File: src/rtl/reset_ctrl_pkg.sv
// Shared definitions for the system reset generator: memory-map offsets,
// cause bit positions, FSM encoding and the watchdog reset counter helper.
package reset_ctrl_pkg;

  localparam logic [1:0] ADDR_STATUS = 2'b00;
  localparam logic [1:0] ADDR_CTRL   = 2'b01;
  localparam logic [1:0] ADDR_COUNT  = 2'b10;

  localparam int CAUSE_POR   = 0;
  localparam int CAUSE_WDT   = 1;
  localparam int CAUSE_SW    = 2;
  localparam int CTRL_SW_BIT = 0;

  localparam int WDT_CNT_W = 8;

  typedef enum logic {
    ST_HOLD = 1'b0,
    ST_RUN  = 1'b1
  } state_t;

  // Increment that sticks at all-ones so the count never wraps back to zero.
  function automatic logic [WDT_CNT_W-1:0] satInc(input logic [WDT_CNT_W-1:0] value);
    logic [WDT_CNT_W-1:0] one;
    one = {{(WDT_CNT_W-1){1'b0}}, 1'b1};
    if (value == {WDT_CNT_W{1'b1}}) begin
      return value;
    end else begin
      return value + one;
    end
  endfunction

endpackage

File: src/rtl/reset_sync.sv
// Two-flop reset synchronizer: asserts asynchronously with i_rstn and
// releases two i_clk edges after i_rstn goes high.
module reset_sync (
  input  logic i_clk,
  input  logic i_rstn,
  output logic o_syncRstn
);

  logic [1:0] rstnSync_r;

  // Shift a one through the chain; any i_rstn low clears both stages at once.
  always_ff @(posedge i_clk or negedge i_rstn) begin
    if (!i_rstn) begin
      rstnSync_r <= 2'b00;
    end else begin
      rstnSync_r <= {rstnSync_r[0], 1'b1};
    end
  end

  assign o_syncRstn = rstnSync_r[1];

endmodule

File: src/rtl/reset_ctrl.sv
// System reset generator: stretches POR, watchdog and software resets into
// o_sysRstn and keeps a sticky cause register. Define RSTCTRL_WDT_COUNT_EN to add the watchdog reset counter.
module reset_ctrl
  import reset_ctrl_pkg::*;
#(
  parameter int HOLD_CYCLES = 16
) (
  input  logic        i_clk,
  input  logic        i_rstn,
  input  logic        i_wdtReset,
  input  logic [1:0]  i_memAddr,
  input  logic [15:0] i_memDataIn,
  input  logic        i_memWrEn,
  output logic [15:0] o_memDataOut,
  output logic        o_sysRstn
);

  localparam int CNT_W = (HOLD_CYCLES <= 2) ? 1 : $clog2(HOLD_CYCLES);
  localparam logic [CNT_W-1:0] HOLD_LAST = CNT_W'(HOLD_CYCLES - 1);
  localparam logic [CNT_W-1:0] CNT_ONE   = CNT_W'(1);

  logic             syncRstn_s;
  state_t           state_r;
  logic [CNT_W-1:0] holdCnt_r;
  logic             sysRstn_r;
  logic [2:0]       status_r;
  logic [2:0]       setMask_s;
  logic [2:0]       clrMask_s;
  logic [15:0]      countRd_s;
  logic             inRun_s;
  logic             wrRun_s;
  logic             wdtTrig_s;
  logic             swTrig_s;
  logic             trig_s;
  logic             unusedBits_s;

  reset_sync uSync (
    .i_clk      (i_clk),
    .i_rstn     (i_rstn),
    .o_syncRstn (syncRstn_s)
  );

  // Triggers and writes only count in RUN, so a pending hold can never be restarted.
  assign inRun_s      = (state_r == ST_RUN);
  assign wrRun_s      = inRun_s && i_memWrEn;
  assign wdtTrig_s    = inRun_s && i_wdtReset;
  assign swTrig_s     = wrRun_s && (i_memAddr == ADDR_CTRL) && i_memDataIn[CTRL_SW_BIT];
  assign trig_s       = wdtTrig_s || swTrig_s;
  assign unusedBits_s = ^i_memDataIn[15:3];

  // Hold/run state machine with registered reset output.
  always_ff @(posedge i_clk or negedge i_rstn) begin
    if (!i_rstn) begin
      state_r   <= ST_HOLD;
      holdCnt_r <= {CNT_W{1'b0}};
      sysRstn_r <= 1'b0;
    end else begin
      case (state_r)
        ST_HOLD: begin
          sysRstn_r <= 1'b0;
          if (!syncRstn_s) begin
            holdCnt_r <= {CNT_W{1'b0}};
          end else if (holdCnt_r == HOLD_LAST) begin
            state_r   <= ST_RUN;
            sysRstn_r <= 1'b1;
            holdCnt_r <= {CNT_W{1'b0}};
          end else begin
            holdCnt_r <= holdCnt_r + CNT_ONE;
          end
        end
        ST_RUN: begin
          if (trig_s) begin
            state_r   <= ST_HOLD;
            sysRstn_r <= 1'b0;
            holdCnt_r <= {CNT_W{1'b0}};
          end else begin
            sysRstn_r <= 1'b1;
          end
        end
        default: begin
          state_r   <= ST_HOLD;
          sysRstn_r <= 1'b0;
          holdCnt_r <= {CNT_W{1'b0}};
        end
      endcase
    end
  end

  assign o_sysRstn = sysRstn_r;

  // Cause bits to set and W1C bits to clear this cycle.
  always_comb begin
    setMask_s            = 3'b000;
    setMask_s[CAUSE_WDT] = wdtTrig_s;
    setMask_s[CAUSE_SW]  = swTrig_s;
    clrMask_s            = 3'b000;
    if (wrRun_s && (i_memAddr == ADDR_STATUS)) begin
      clrMask_s = i_memDataIn[2:0];
    end else begin
      clrMask_s = 3'b000;
    end
  end

  // Sticky cause register; a set beats a same-cycle clear, and o_sysRstn does not touch it.
  always_ff @(posedge i_clk or negedge i_rstn) begin
    if (!i_rstn) begin
      status_r <= 3'b001 << CAUSE_POR;
    end else begin
      status_r <= (status_r & ~clrMask_s) | setMask_s;
    end
  end

`ifdef RSTCTRL_WDT_COUNT_EN
  logic [WDT_CNT_W-1:0] wdtCount_r;
  logic                 cntClr_s;

  assign cntClr_s = wrRun_s && (i_memAddr == ADDR_COUNT);

  // Saturating count of watchdog-caused resets; a same-cycle clear restarts it at one.
  always_ff @(posedge i_clk or negedge i_rstn) begin
    if (!i_rstn) begin
      wdtCount_r <= {WDT_CNT_W{1'b0}};
    end else if (wdtTrig_s) begin
      wdtCount_r <= satInc(cntClr_s ? {WDT_CNT_W{1'b0}} : wdtCount_r);
    end else if (cntClr_s) begin
      wdtCount_r <= {WDT_CNT_W{1'b0}};
    end else begin
      wdtCount_r <= wdtCount_r;
    end
  end

  assign countRd_s = {{(16-WDT_CNT_W){1'b0}}, wdtCount_r};
`else
  assign countRd_s = 16'h0000;
`endif

  // Combinational register read mux.
  always_comb begin
    o_memDataOut = 16'h0000;
    case (i_memAddr)
      ADDR_STATUS: o_memDataOut = {13'd0, status_r};
      ADDR_CTRL:   o_memDataOut = 16'h0000;
      ADDR_COUNT:  o_memDataOut = countRd_s;
      default:     o_memDataOut = 16'h0000;
    endcase
  end

endmodule

File: config.mk
export PLATFORM = sky130hd
export DESIGN_NAME = reset_ctrl
export DESIGN_NICKNAME = d
export VERILOG_FILES = /design/src/rtl/reset_ctrl_pkg.sv /design/src/rtl/reset_sync.sv /design/src/rtl/reset_ctrl.sv
export SDC_FILE = /design/constraint.sdc
export NUM_CORES = 1
export LEC_CHECK = 0
export CORE_AREA = 4 4 52 44
export DETAILED_ROUTE_END_ITERATION = 10
export DIE_AREA = 0 0 56 48
export PLACE_DENSITY = 0.75
export SYNTH_ARGS = -nofsm -noshare
export SYNTH_HDL_FRONTEND = slang
export SYNTH_SLANG_ARGS = --single-unit
File: constraint.sdc
create_clock -name i_clk -period 1.45 [get_ports i_clk]
set_input_delay 0.29 -clock i_clk [delete_from_list [all_inputs] [get_ports i_clk]]
set_output_delay 0.29 -clock i_clk [all_outputs]
set_load 0.05 [all_outputs]
==> results of run 1 <==
## registers in the layout, indices dropped and copies added, names as in the netlist
name,cells
o_sysRstn,1
status_r,3
holdCnt_r,4
uSync.rstnSync_r,2
## worst paths after layout
kind / start / endpoint / cells after the start
worst max-delay path: status_r[0] / o_memDataOut[0] / 3
worst min-delay path: i_rstn / status_r[2] / 1
worst max register to register: holdCnt_r[1] / holdCnt_r[3] / 4
worst min register to register: uSync.rstnSync_r[0] / uSync.rstnSync_r[1] / 0
max in group asynchronous: i_rstn / status_r[0] / 1
min in group i_clk: uSync.rstnSync_r[0] / uSync.rstnSync_r[1] / 0
## metrics by stage
step	std cells	hold WS [ns]	area, um2	power (mW)	utilization
finish	104	0.3334	817.0	0.7287	0.4485
detailed placement	99	0.3442	767.0	0.4832	0.4210
CTS	104	0.3338	817.0	0.7356	0.4485
global placement	99	0.3382	767.0	0.4797	0.4210
global route	104	0.3427	817.0	0.7610	0.4485
floorplan	70	-0.005591	629.4	0.4472	-
## layer usage
metal	GRT usage	part of all wire	up-vias
li1	-	-	218
met5	0	0	-
met4	0.02844	0.0062	0
met3	0.04043	0.068	2
met1	0.1052	0.40	224
met2	0.1888	0.53	14
## what timing repair did
item | 4_1_cts | 5_1_grt
setup endpoints to repair | 3 | 1
resized for setup | 5 | 0
buffers inserted | 1 | 0
pin swaps | 1 | 0
hold buffers | 0 | 0
## power by group
| part | leakage, nW | internal [mW] | total, mW | switching, mW |
|---|---|---|---|---|
| Sequential | 0.126 | 0.294 | 0.304 | 0.00950 |
| Clock | 0.0210 | 0.152 | 0.245 | 0.0930 |
| Combinational | 0.256 | 0.0562 | 0.179 | 0.123 |
| Total | 0.403 | 0.503 | 0.729 | 0.226 |
## synth_stat cells
| master | instances | area [um2] |
|---|---|---|
| sky130_fd_sc_hd__a211o_1 | 1 | 8.760 |
| sky130_fd_sc_hd__a21oi_1 | 1 | 5.000 |
| sky130_fd_sc_hd__a22o_1 | 1 | 8.760 |
| sky130_fd_sc_hd__a22o_2 | 1 | 10.01 |
| sky130_fd_sc_hd__a2bb2oi_1 | 1 | 8.760 |
| sky130_fd_sc_hd__a41oi_1 | 2 | 17.52 |
| sky130_fd_sc_hd__and2_1 | 2 | 12.51 |
| sky130_fd_sc_hd__and2_4 | 1 | 8.760 |
| sky130_fd_sc_hd__and2b_1 | 1 | 7.510 |
| sky130_fd_sc_hd__and4_1 | 1 | 8.760 |
| sky130_fd_sc_hd__buf_4 | 13 | 97.59 |
| sky130_fd_sc_hd__conb_1 | 2 | 7.510 |
| sky130_fd_sc_hd__dfrtp_1 | 9 | 225.2 |
| sky130_fd_sc_hd__dfstp_2 | 1 | 26.28 |
| sky130_fd_sc_hd__ha_1 | 1 | 12.51 |
| sky130_fd_sc_hd__inv_1 | 3 | 11.26 |
| sky130_fd_sc_hd__mux2i_1 | 1 | 10.01 |
| sky130_fd_sc_hd__nand2_1 | 2 | 7.510 |
| sky130_fd_sc_hd__nand2b_1 | 1 | 6.260 |
| sky130_fd_sc_hd__nand3_1 | 3 | 15.01 |
| sky130_fd_sc_hd__nand4_1 | 1 | 6.260 |
| sky130_fd_sc_hd__nand4b_1 | 1 | 8.760 |
| sky130_fd_sc_hd__nand4b_2 | 1 | 15.01 |
| sky130_fd_sc_hd__nor2_1 | 2 | 7.510 |
| sky130_fd_sc_hd__nor2b_1 | 1 | 6.260 |
| sky130_fd_sc_hd__nor3_1 | 2 | 10.01 |
| sky130_fd_sc_hd__o21ai_0 | 2 | 10.01 |
## final cells by class
| type | instances | area, um2 | area share |
|---|---|---|---|
| multi-input combinational | 44 | 277.8 | 0.3400 |
| sequential | 10 | 251.5 | 0.3078 |
| timing repair buffer | 19 | 210.2 | 0.2573 |
| clock buffer | 4 | 36.28 | 0.04441 |
| tap | 24 | 30.03 | 0.03675 |
| inverter | 3 | 11.26 | 0.01378 |
## cells by family after synthesis
family,Yosys count,synth area share
buffers and inverters,16,0.1879
AND/OR/NAND/NOR,19,0.2074
multiplexers,1,0.01728
adder cells (fa/ha/maj),1,0.02159
other,2,0.01296
flip-flops,10,0.4341
AO/OA/AOI/OAI,9,0.1188
==> parameters.txt, run 1 <==
Parameter                              Value

Status
  Status    complete, no violations

Drt
  Detailed router's first-iteration violation count    14
  Vias per Instance    4.404
  Post-route DRC violation count    0
  Total length of routed wires    1.286 mm
  Total number of vias    458
  First-pass detailed-route iteration total    4
  Post-route antenna net violation count    0
  Avg WL per Cell    12.37 um

Critical path
  Arrival @ worst endpoint    1.14 ns
  Register-to-register setup slack    0.19 ns
  Cell with the biggest individual delay on the critical path    sky130_fd_sc_hd__dfstp_2
  Cell-by-cell trace of the critical path    inv_2 -> nor3_4 -> buf_12
  Setup crit end kind    output port
  Worst Path Max Fanout    2
  Critical path launch point type    register
  Kind of cell adding the most delay to the critical path    flip-flops
  Worst setup path category    reg2out
  Delay of the slowest cell on the worst path    0.52 ns
  Bufs and invs on worst path    2
  Required time reported for the critical path endpoint    1.16 ns

Clock network
  Clock Sinks    10
  CTS tree    done
  Worst-Skew Late Latency    0.27 ns
  Max clock buf depth    2
  Number of H-tree levels    1
  Clock edge transition at the registers on the reported setup and hold paths    0.06 ns
  Num CTS Buffers    3
  Clock root buffer    sky130_fd_sc_hd__clkbuf_4

Timing
  Setup slack after layout    0.02063 ns
  Slew Viols, Final    0
  Number of hold-slack violations in the final timing report    0
  RSZ-0062 raised after global routing    yes
  Fmax    699.6 MHz
  Total negative slack for setup checks    0 ns
  Part of the cycle the worst path needs    0.9858
  Shortest period the worst path allows    1.429 ns
  Final setup vio count    0
  Worst Clk Skew    0.004915 ns

GRT
  Number of global-route vias before repair    422
  First-pass GRT wire length    1.952 mm
  Number of antenna violations at the first check in global routing    0
  Overall routing resource usage    0.09911
  Maximum number of pins on one net before global-route repair    11
  Leftover overflow at the end of global routing    0

Floorplan
  Area of the die    2688 um2
  Die width    56 um
  Number of ports placed on the die boundary    39
  Row count    14
  Initial standard-cell utilization of the core    0.3180
  Die height    48 um
  Core outline area    1822 um2

Placed design
  Half-perimeter wire length after detailed placement    1.009 mm
  Port-buffer cells    12
  Post-placement setup slack    -0.2251 ns
  GP Congestion    0.7698

Cells and area
  Commonest non-fill, non-tap cell in the layout    sky130_fd_sc_hd__conb_1
  Highest-count cells in the layout ignoring fill and taps    sky130_fd_sc_hd__conb_1, sky130_fd_sc_hd__dfrtp_1, sky130_fd_sc_hd__buf_4
  Ratio of cells with drive above 1 in the final layout    0.2750
  ANT cells    0
  Number of nets at the end of the flow    104
  Area growth, synth to finish    41.04%
  # fillers    187

Synthesis
  FF+latch count, synth    10
  Post-Syn Instances    58
  Average footprint of a synthesized cell    9.988 um2
  Yosys warning total    0
  Cell area after technology mapping    579.3 um2
  Number of different library cells in the post-synthesis netlist    27
  Sequential element share of the synthesized area    0.4341

Hold path
  Hold Crit Class    in2async

Power and ir drop
  Leakage power    0.4026 nW
  Highest ir drop seen on vdd    0.4891 mV
  Power per Cell Area    891.9 nW/um2

Flow run
  Maxcap violations    0
(Power assumes the default switching activity.)
==> run 2, diff against run 1 <==
--- a/config.mk
+++ b/config.mk
@@ -5,10 +5,11 @@
 export SDC_FILE = /design/constraint.sdc
 export NUM_CORES = 1
 export LEC_CHECK = 0
-export CORE_AREA = 4 4 52 44
+export ABC_AREA = 1
+export CORE_AREA = 4 4 52 45
 export DETAILED_ROUTE_END_ITERATION = 10
-export DIE_AREA = 0 0 56 48
-export PLACE_DENSITY = 0.75
+export DIE_AREA = 0 0 56 49
+export PLACE_DENSITY = 0.74
 export SYNTH_ARGS = -nofsm -noshare
 export SYNTH_HDL_FRONTEND = slang
 export SYNTH_SLANG_ARGS = --single-unit
==> run 2 against run 1 <==
Critical path depth did not move. Core utilization down 0.76 points. Highest routed layer unchanged. Sequential cell count unchanged. Count of clock-buffer cells in the layout is the same. Synthesized area grew 3.9%. Die area rose by 2.1%. Non-clock buffer count shrank 5. Register-to-register slack better by 0.22 ns. Clock skew down 0.0018 ns. Critical endpoint unchanged. Total power shrank 8.9%.
==> parameters.txt, run 2 <==
Parameter                              Value

Placed design
  Post-placement setup slack    -0.1593 ns (+0.06587 ns)
  Area after DPL    754.5 um2 (-1.6%)
  Port-buffer cells    12 (unchanged)
  Half-perimeter wire length after detailed placement    887.9 um (-12%)
  GP Congestion    0.8377 (+8.8%)

Cells and area
  Post-route cell area    803.3 um2 (-1.7%)
  Storage cell area    251.5 um2 (unchanged)
  Commonest non-fill, non-tap cell in the layout    sky130_fd_sc_hd__nand2_1
  Number of nets at the end of the flow    123 (+18%)
  Multi-input gate area    274.0 um2 (-1.4%)
  ANT cells    0 (unchanged)
  Area growth, synth to finish    33.47%
  # fillers    189 (+1.1%)
  Flip-flop count of the largest register, all copies and words added    4 (unchanged)
  Highest-count cells in the layout ignoring fill and taps    sky130_fd_sc_hd__nand2_1, sky130_fd_sc_hd__conb_1, sky130_fd_sc_hd__inv_1
  Final Core Density    0.4409 (-0.007555)
  Register containing the most flip-flops in the final layout    holdCnt_r
  Largest registers in the final layout    holdCnt_r: 4 flops, status_r: 3 flops, uSync.rstnSync_r: 2 flops
  Ratio of cells with drive above 1 in the final layout    0.1818 (-0.09318)

Critical path
  Required time reported for the critical path endpoint    1.16 ns (about the same)
  Setup crit start    status_r[0]
  Bufs and invs on worst path    2 (unchanged)
  Kind of cell adding the most delay to the critical path    flip-flops
  Cell-by-cell trace of the critical path    inv_1 -> nor2_4 -> buf_12
  Setup crit end kind    output port
  Arrival @ worst endpoint    1.10 ns (-0.04 ns)
  Delay of the slowest cell on the worst path    0.52 ns (about the same)
  Worst setup path category    reg2out
  Cell with the biggest individual delay on the critical path    sky130_fd_sc_hd__dfstp_2
  Worst Path Max Fanout    2 (unchanged)
  Startpoint of the most critical register-to-register path    o_sysRstn
  Critical path launch point type    register

GRT
  Leftover overflow at the end of global routing    0 (unchanged)
  Maximum number of pins on one net before global-route repair    11 (unchanged)
  Number of antenna violations at the first check in global routing    0 (unchanged)
  Overall routing resource usage    0.09912 (about the same)
  Number of global-route vias before repair    459 (+8.8%)
  First-pass GRT wire length    2.118 mm (+8.5%)

Synthesis
  Number of different library cells in the post-synthesis netlist    12 (-56%)
  Cell area after technology mapping    601.8 um2 (+3.9%)
  Post-Syn Instances    82 (+41%)
  Fraction of synthesis flops using an asynchronous set or reset pin    1.000 (unchanged)
  Yosys warning total    0 (unchanged)
  Cell taking the most area after synthesis    sky130_fd_sc_hd__dfrtp_1
  Average footprint of a synthesized cell    7.339 um2 (-27%)
  Top flip-flop cell by instance count after synthesis    sky130_fd_sc_hd__dfrtp_1
  Area share of the largest cell type after synthesis    0.3742 (-0.01455)
  Sequential element share of the synthesized area    0.4179 (-0.01625)
  Cell types occupying the most area after synthesis    sky130_fd_sc_hd__dfrtp_1, sky130_fd_sc_hd__buf_4, sky130_fd_sc_hd__nand2_1
  Synth cell count leaders    sky130_fd_sc_hd__nand2_1, sky130_fd_sc_hd__buf_4, sky130_fd_sc_hd__inv_1
  Post-synth EDFFs    0 (unchanged)
  Dominant cell by count in the synthesized netlist    sky130_fd_sc_hd__nand2_1
  FF+latch count, synth    10 (unchanged)

Power and ir drop
  Highest ir drop seen on vdd    0.5403 mV (+10%)
  Power per Cell Area    826.4 nW/um2 (-7.3%)
  Clock Power Share    0.297 (-0.040)
  Combinational fraction of design power    0.243 (-0.003)
  Share of total power in sequential cells    0.460 (+0.043)
  Internal power    0.4423 mW (-12%)
  Leakage power    0.4277 nW (+6.2%)
  P_sw    0.2215 mW (-1.8%)
  Net Sw Frac    0.3336 (+0.02399)

Clock network
  Num CTS Buffers    3 (unchanged)
  Count of hold buffers inserted by post-cts repair    0 (unchanged)
  Clock root buffer    sky130_fd_sc_hd__clkbuf_4
  Worst-Skew Late Latency    0.27 ns (about the same)
  Number of H-tree levels    1 (unchanged)
  Clock Sinks    10 (unchanged)
  CTS tree    done
  Number of post-CTS setup repair buffers    0 (-1)
  Clock edge transition at the registers on the reported setup and hold paths    0.06 ns (about the same)
  Max clock buf depth    2 (unchanged)

Floorplan
  Row count    14 (unchanged)
  Number of ports placed on the die boundary    39 (unchanged)
  Die height    49 um (+2.1%)
  Area of the die    2744 um2 (+2.1%)
  Initial standard-cell utilization of the core    0.3304 (+0.01236)
  Core outline area    1822 um2 (unchanged)
  Die width    56 um (unchanged)

Timing
  Part of the cycle the worst path needs    0.9562 (-0.02960)
  Setup slack after layout    0.06356 ns (+0.04293 ns)
  Total negative slack for setup checks    0 ns (unchanged)
  Shortest period the worst path allows    1.386 ns (-0.04293 ns)
  Final setup vio count    0 (unchanged)
  Number of hold-slack violations in the final timing report    0 (unchanged)
  Worst Clk Skew    0.003069 ns (-0.001846 ns)
  Slew Viols, Final    0 (unchanged)
  RSZ-0062 raised after global routing    no
  Worst hold slack after final layout    0.3238 ns (-0.009625 ns)
  Fmax    721.3 MHz (+3.1%)

Drt
  First-pass detailed-route iteration total    2 (-2)
  Post-route antenna net violation count    0 (unchanged)
  Post-route DRC violation count    0 (unchanged)
  Avg WL per Cell    9.309 um (-25%)
  Total number of vias    493 (+7.6%)
  Total length of routed wires    1.145 mm (-11%)
  Detailed router's first-iteration violation count    7 (-7)
  Vias per Instance    4.008 (-9.0%)

Flow run
  Maxcap violations    0 (unchanged)

Status
  Status    complete, no violations

Hold path
  Hold Crit Class    in2async
==> run 2: cell families after synthesis <==
kind of cell | count (synthesis) | share of synthesized area
buf+inv | 26 | 0.2432
other cells | 2 | 0.01248
flops | 10 | 0.4179
fa+ha+maj | 1 | 0.02079
simple gates | 43 | 0.3056
==> run 2: what timing repair did <==
action                     in CTS  in global routing
gates resized for setup        10                  0
pin swaps                       2                  1
setup endpoints to repair       3                  1
cloned                          0                  0
==> run 2: area by class of cell <==
| cell class | instances | area share |
|---|---|---|
| repair buffers | 14 | 0.2150 |
| flip-flops and latches | 10 | 0.3131 |
| clock buffers | 4 | 0.03271 |
| multi-input cells | 58 | 0.3411 |
| well taps | 24 | 0.03738 |
| inverters | 13 | 0.06075 |
==> run 2: path summary, 6_finish.rpt <==
check / end / slack, ns / cells past startpoint
worst min-delay path: holdCnt_r[3] / 0.32 / 1
worst max register to register: holdCnt_r[0] / 0.41 / 5
worst max-delay path: o_memDataOut[0] / 0.06 / 3
worst min register to register: uSync.rstnSync_r[1] / 0.36 / 0
min in group i_clk: uSync.rstnSync_r[1] / 0.36 / 0
max in group asynchronous: status_r[0] / 0.80 / 1
==> run 2: power by group through the flow <==
stage                     registers [mW]  clock network, mW  logic [mW]
after floorplan                    0.308                  0       0.135
after global placement             0.309                  0       0.153
after detailed placement           0.310                  0       0.155
after CTS                          0.305              0.207       0.161
after global routing               0.307              0.229       0.173
final                              0.306              0.197       0.161
==> run 2: layer usage <==
metal | track usage | wire length, um | vias up
met2 | 0.1556 | 549 | 18
met3 | 0.05291 | 111 | 3
li1 | - | - | 250
met5 | 0 | 0 | -
met1 | 0.1093 | 467 | 222
met4 | 0.04743 | 16 | 0
==> run 2: stage by stage <==
step,power (mW),cells
after floorplan,0.4422,94
after global placement,0.4625,119
after detailed placement,0.4653,119
after CTS,0.6728,123
after global routing,0.7094,123
final,0.6638,123
==> variant 1, RTL diff (settings of run 1) <==
Add a define of `RSTCTRL_WDT_COUNT_EN`.
--- a/src/rtl/reset_ctrl.sv
+++ b/src/rtl/reset_ctrl.sv
@@ -1,5 +1,7 @@
 // System reset generator: stretches POR, watchdog and software resets into
 // o_sysRstn and keeps a sticky cause register. Define RSTCTRL_WDT_COUNT_EN to add the watchdog reset counter.
+`define RSTCTRL_WDT_COUNT_EN
+
 module reset_ctrl
   import reset_ctrl_pkg::*;
 #(
Function: no difference found for any inputs over 10 cycles, from zero or initial values and one cycle with i_rstn low; that may be too few to reach the edited logic, so the function may still have changed.
==> variant 1 against run 1 <==
- the run now ends with setup timing left
- wire length increased to 2.5 times the old value
- critical endpoint is now o_memDataOut[1]
- largest cell class unchanged
- synthesized cell count increased by 76%
- synthesized area increased by 82%
- total power increased by 45%
- highest routed layer unchanged
- cell area increased by 99%
- setup slack got worse by 0.11 ns
- sequential cell count increased by 8
- critical path type unchanged
- combinational power increased by 8%
==> variant 1: results <==
set metrics [dict create \
    gp_congestion 0.773 \
    grt_use_met1_pct 24.2 \
    wl_per_cell_um 19.5 \
    clkPwrFrac_pct 30.9 \
    dpl.hpwl_um 2010 \
    clk_pin_slew_ns 0.11 \
    postCtsResizedCells 11 \
    drive_gt1_share_pct 44.4 \
    setup_viol 7 \
    slowest_stage "dfrtp_1" \
    whs_ns 0.301 \
    power_leakage_nw 0.701 \
    clock_latency_ns 0.31 \
    postPlaceCellArea_mm2 0.00142 \
    cts_setup_buffers 4 \
    first_iter_violations 28 \
    pg_seq_w 0.000538 \
    grt_pass1_wl_um 4540 \
    violations "setup timing" \
    wl_met2_um 1710 \
    vias 971 \
    critPathLaunch "wdtCount_r[1]" \
    r2r_end "holdCnt_r[2]" \
    synth_seq_area_share_pct 42.8 \
    cts_buffer_depth 2 \
    syn-mean-instance-area_um2 10.3 \
    r2r_cells 5 \
    status "finished with violations" \
    slowest_delay_ns 0.42 \
    io_buffers 17 \
    grtUsageTotal_pct 23.7 \
    irDropWorstVdd_mv 0.662 \
    r2r-start "o_sysRstn" \
    use_met3_pct 8.09 \
    synth_commonest_cells "dfrtp_1, buf_4, nand2_1" \
    instances_no_fill 166 \
    tns_ns -0.328 \
    cp.arrival_ns 1.25 \
    routed-wl-met3_um 220 \
    crit_path_end "o_memDataOut[1]" \
    swShare_pct 29.9 \
    finalWorstSetupSlack_ns -0.0922 \
    ys_types 37 \
    finalClockSkew_ns 0.00597 \
    grt_max_degree 19 \
    met2_usage_pct 42.2 \
    fin_nets 166 \
    wl_met1_um 1230 \
    synth_area_leaders "dfrtp_1, buf_4, mux2i_1" \
    dp_slack_ns -0.405 \
    cts.htree.levels 1 \
    grt_pass1_vias 928 \
    top_regs "wdtCount_r x8, holdCnt_r x4, status_r x3" \
    switching_power_w 0.000316 \
    rrSetupSlack_ns -0.05 \
    dp.cells 153 \
]
variant 1: changes by cell type after synthesis, moves of 4 or more:
| cell | change |
|---|---|
| dfrtp_1 | +8 |
| nand2_1 | +6 |
| o21ai_1 | +6 |
| mux2i_1 | +4 |
| nor2_1 | +5 |
variant 1: cell type report:
| class | count | area [µm²] |
|---|---|---|
| inverter | 1 | 3.75 |
| timing repair buffer | 40 | 448 |
| sequential | 18 | 453 |
| tap | 24 | 30.0 |
| fill | 79 | 196 |
| multi-input combinational | 79 | 654 |
| clock buffer | 4 | 36.3 |
variant 1: cells by family after synthesis:
| group | count (synthesis) | synth area share, % |
|---|---|---|
| AO/OA/AOI/OAI | 21 | 14.1 |
| adder cells (fa/ha/maj) | 1 | 1.19 |
| flip-flops | 18 | 42.8 |
| XOR/XNOR | 3 | 2.49 |
| multiplexers | 5 | 4.75 |
| buffers and inverters | 12 | 7.95 |
| other | 2 | 0.712 |
| AND/OR/NAND/NOR | 40 | 26.0 |
==> variant 2, RTL diff (settings of run 1) <==
Without the edit above. Put a register stage on the output `o_memDataOut`, cleared by the reset. The value now appears one clock later. The other outputs are not delayed to match.
--- a/src/rtl/reset_ctrl.sv
+++ b/src/rtl/reset_ctrl.sv
@@ -18,6 +18,8 @@
   localparam int CNT_W = (HOLD_CYCLES <= 2) ? 1 : $clog2(HOLD_CYCLES);
   localparam logic [CNT_W-1:0] HOLD_LAST = CNT_W'(HOLD_CYCLES - 1);
   localparam logic [CNT_W-1:0] CNT_ONE   = CNT_W'(1);
+
+  logic [15:0] o_memDataOut_d;
 
   logic             syncRstn_s;
   state_t           state_r;
@@ -136,13 +138,21 @@
 
   // Combinational register read mux.
   always_comb begin
-    o_memDataOut = 16'h0000;
+    o_memDataOut_d = 16'h0000;
     case (i_memAddr)
-      ADDR_STATUS: o_memDataOut = {13'd0, status_r};
-      ADDR_CTRL:   o_memDataOut = 16'h0000;
-      ADDR_COUNT:  o_memDataOut = countRd_s;
-      default:     o_memDataOut = 16'h0000;
+      ADDR_STATUS: o_memDataOut_d = {13'd0, status_r};
+      ADDR_CTRL:   o_memDataOut_d = 16'h0000;
+      ADDR_COUNT:  o_memDataOut_d = countRd_s;
+      default:     o_memDataOut_d = 16'h0000;
     endcase
+  end
+
+  always_ff @(posedge i_clk or negedge i_rstn) begin
+    if (!i_rstn) begin
+      o_memDataOut <= '0;
+    end else begin
+      o_memDataOut <= o_memDataOut_d;
+    end
   end
 
 endmodule
Function: changed (Yosys sat finds a counterexample within 4 cycles, from zero or initial values and one cycle with i_rstn low).
==> variant 2 against run 1 <==
- synthesized cell count up 5.2%
- sequential cell count rose by 3
- via count grew 9.2%
- largest cell class is now flip-flops and latches
- cell area grew 9.3%
- setup slack better by 0.14 ns
- wire length down 1.2%
- critical path type is now reg -> reg
- combinational power increased by 2%
- total power increased by 9.6%
- register-to-register slack got worse by 0.03 ns
- die area unchanged
- synthesized area is 13% higher
- sequential share of layout area rose by 5.8 points
- utilization increased by 4.2 points
- critical path depth increased by 1
==> variant 2: results <==
set metrics [dict create \
    first_iter_violations 7 \
    irDropWorstVdd_mv 0.417 \
    fin_nets 110 \
    signal_buffer_area_fraction_pct 26.3 \
    syn_to_final_growth_pct 36.5 \
    cp.arrival_ns 1.44 \
    dpl.hpwl_um 1040 \
    cts_setup_buffers 0 \
    finalClockSkew_ns 0.0162 \
    drt_wl_total_um 1270 \
    use_met3_pct 3.23 \
    postCtsResizedCells 0 \
    power_leakage_nw 0.448 \
    gp_congestion 0.835 \
    top_regs "holdCnt_r x4, o_memDataOut x3, status_r x3" \
    synth_seq_area_share_pct 49.9 \
    slowest_stage "dfrtp_1" \
    drive_gt1_share_pct 24.4 \
    synth-compound-area-share_pct 10.5 \
    synthAdderAreaFrac_pct 1.91 \
    fillers 159 \
    synth_mux_area_share_pct 1.53 \
    grt_pass1_wl_um 1830 \
    instances_no_fill 110 \
    grtUsageTotal_pct 9.49 \
    synth_commonest_cells "buf_4, dfrtp_1, inv_1, nand3_1" \
    clk_pin_slew_ns 0.09 \
    netlist_area_um2 654 \
    status "complete, no violations" \
    grt_max_degree 14 \
    dp_slack_ns -0.0802 \
    crit_fanout 3 \
    synth_area_leaders "dfrtp_1, buf_4, dfstp_2" \
    syn-mean-instance-area_um2 10.7 \
]
-- variant 2: layer usage --
layer | share of wire [%] | vias up
li1 | - | 235
met1 | 38 | 242
met2 | 54 | 21
met3 | 6.7 | 2
met4 | 1.7 | 0
met5 | 0 | -
-- variant 2: final timing paths --
path                                     start                  end  slack (ns)
max                               holdCnt_r[1]         holdCnt_r[3]        0.16
min                                     i_rstn         holdCnt_r[0]        0.30
max reg2reg                       holdCnt_r[1]         holdCnt_r[3]        0.16
min reg2reg                uSync.rstnSync_r[0]  uSync.rstnSync_r[1]        0.35
max in group asynchronous               i_rstn          status_r[0]        0.90
min in group i_clk         uSync.rstnSync_r[0]  uSync.rstnSync_r[1]        0.35
-- variant 2: power by group --
group | switching [W] | internal, W
Sequential | 0.0000122 | 0.000381
Combinational | 0.000121 | 0.0000619
Clock | 0.000116 | 0.000107
Total | 0.000249 | 0.000550
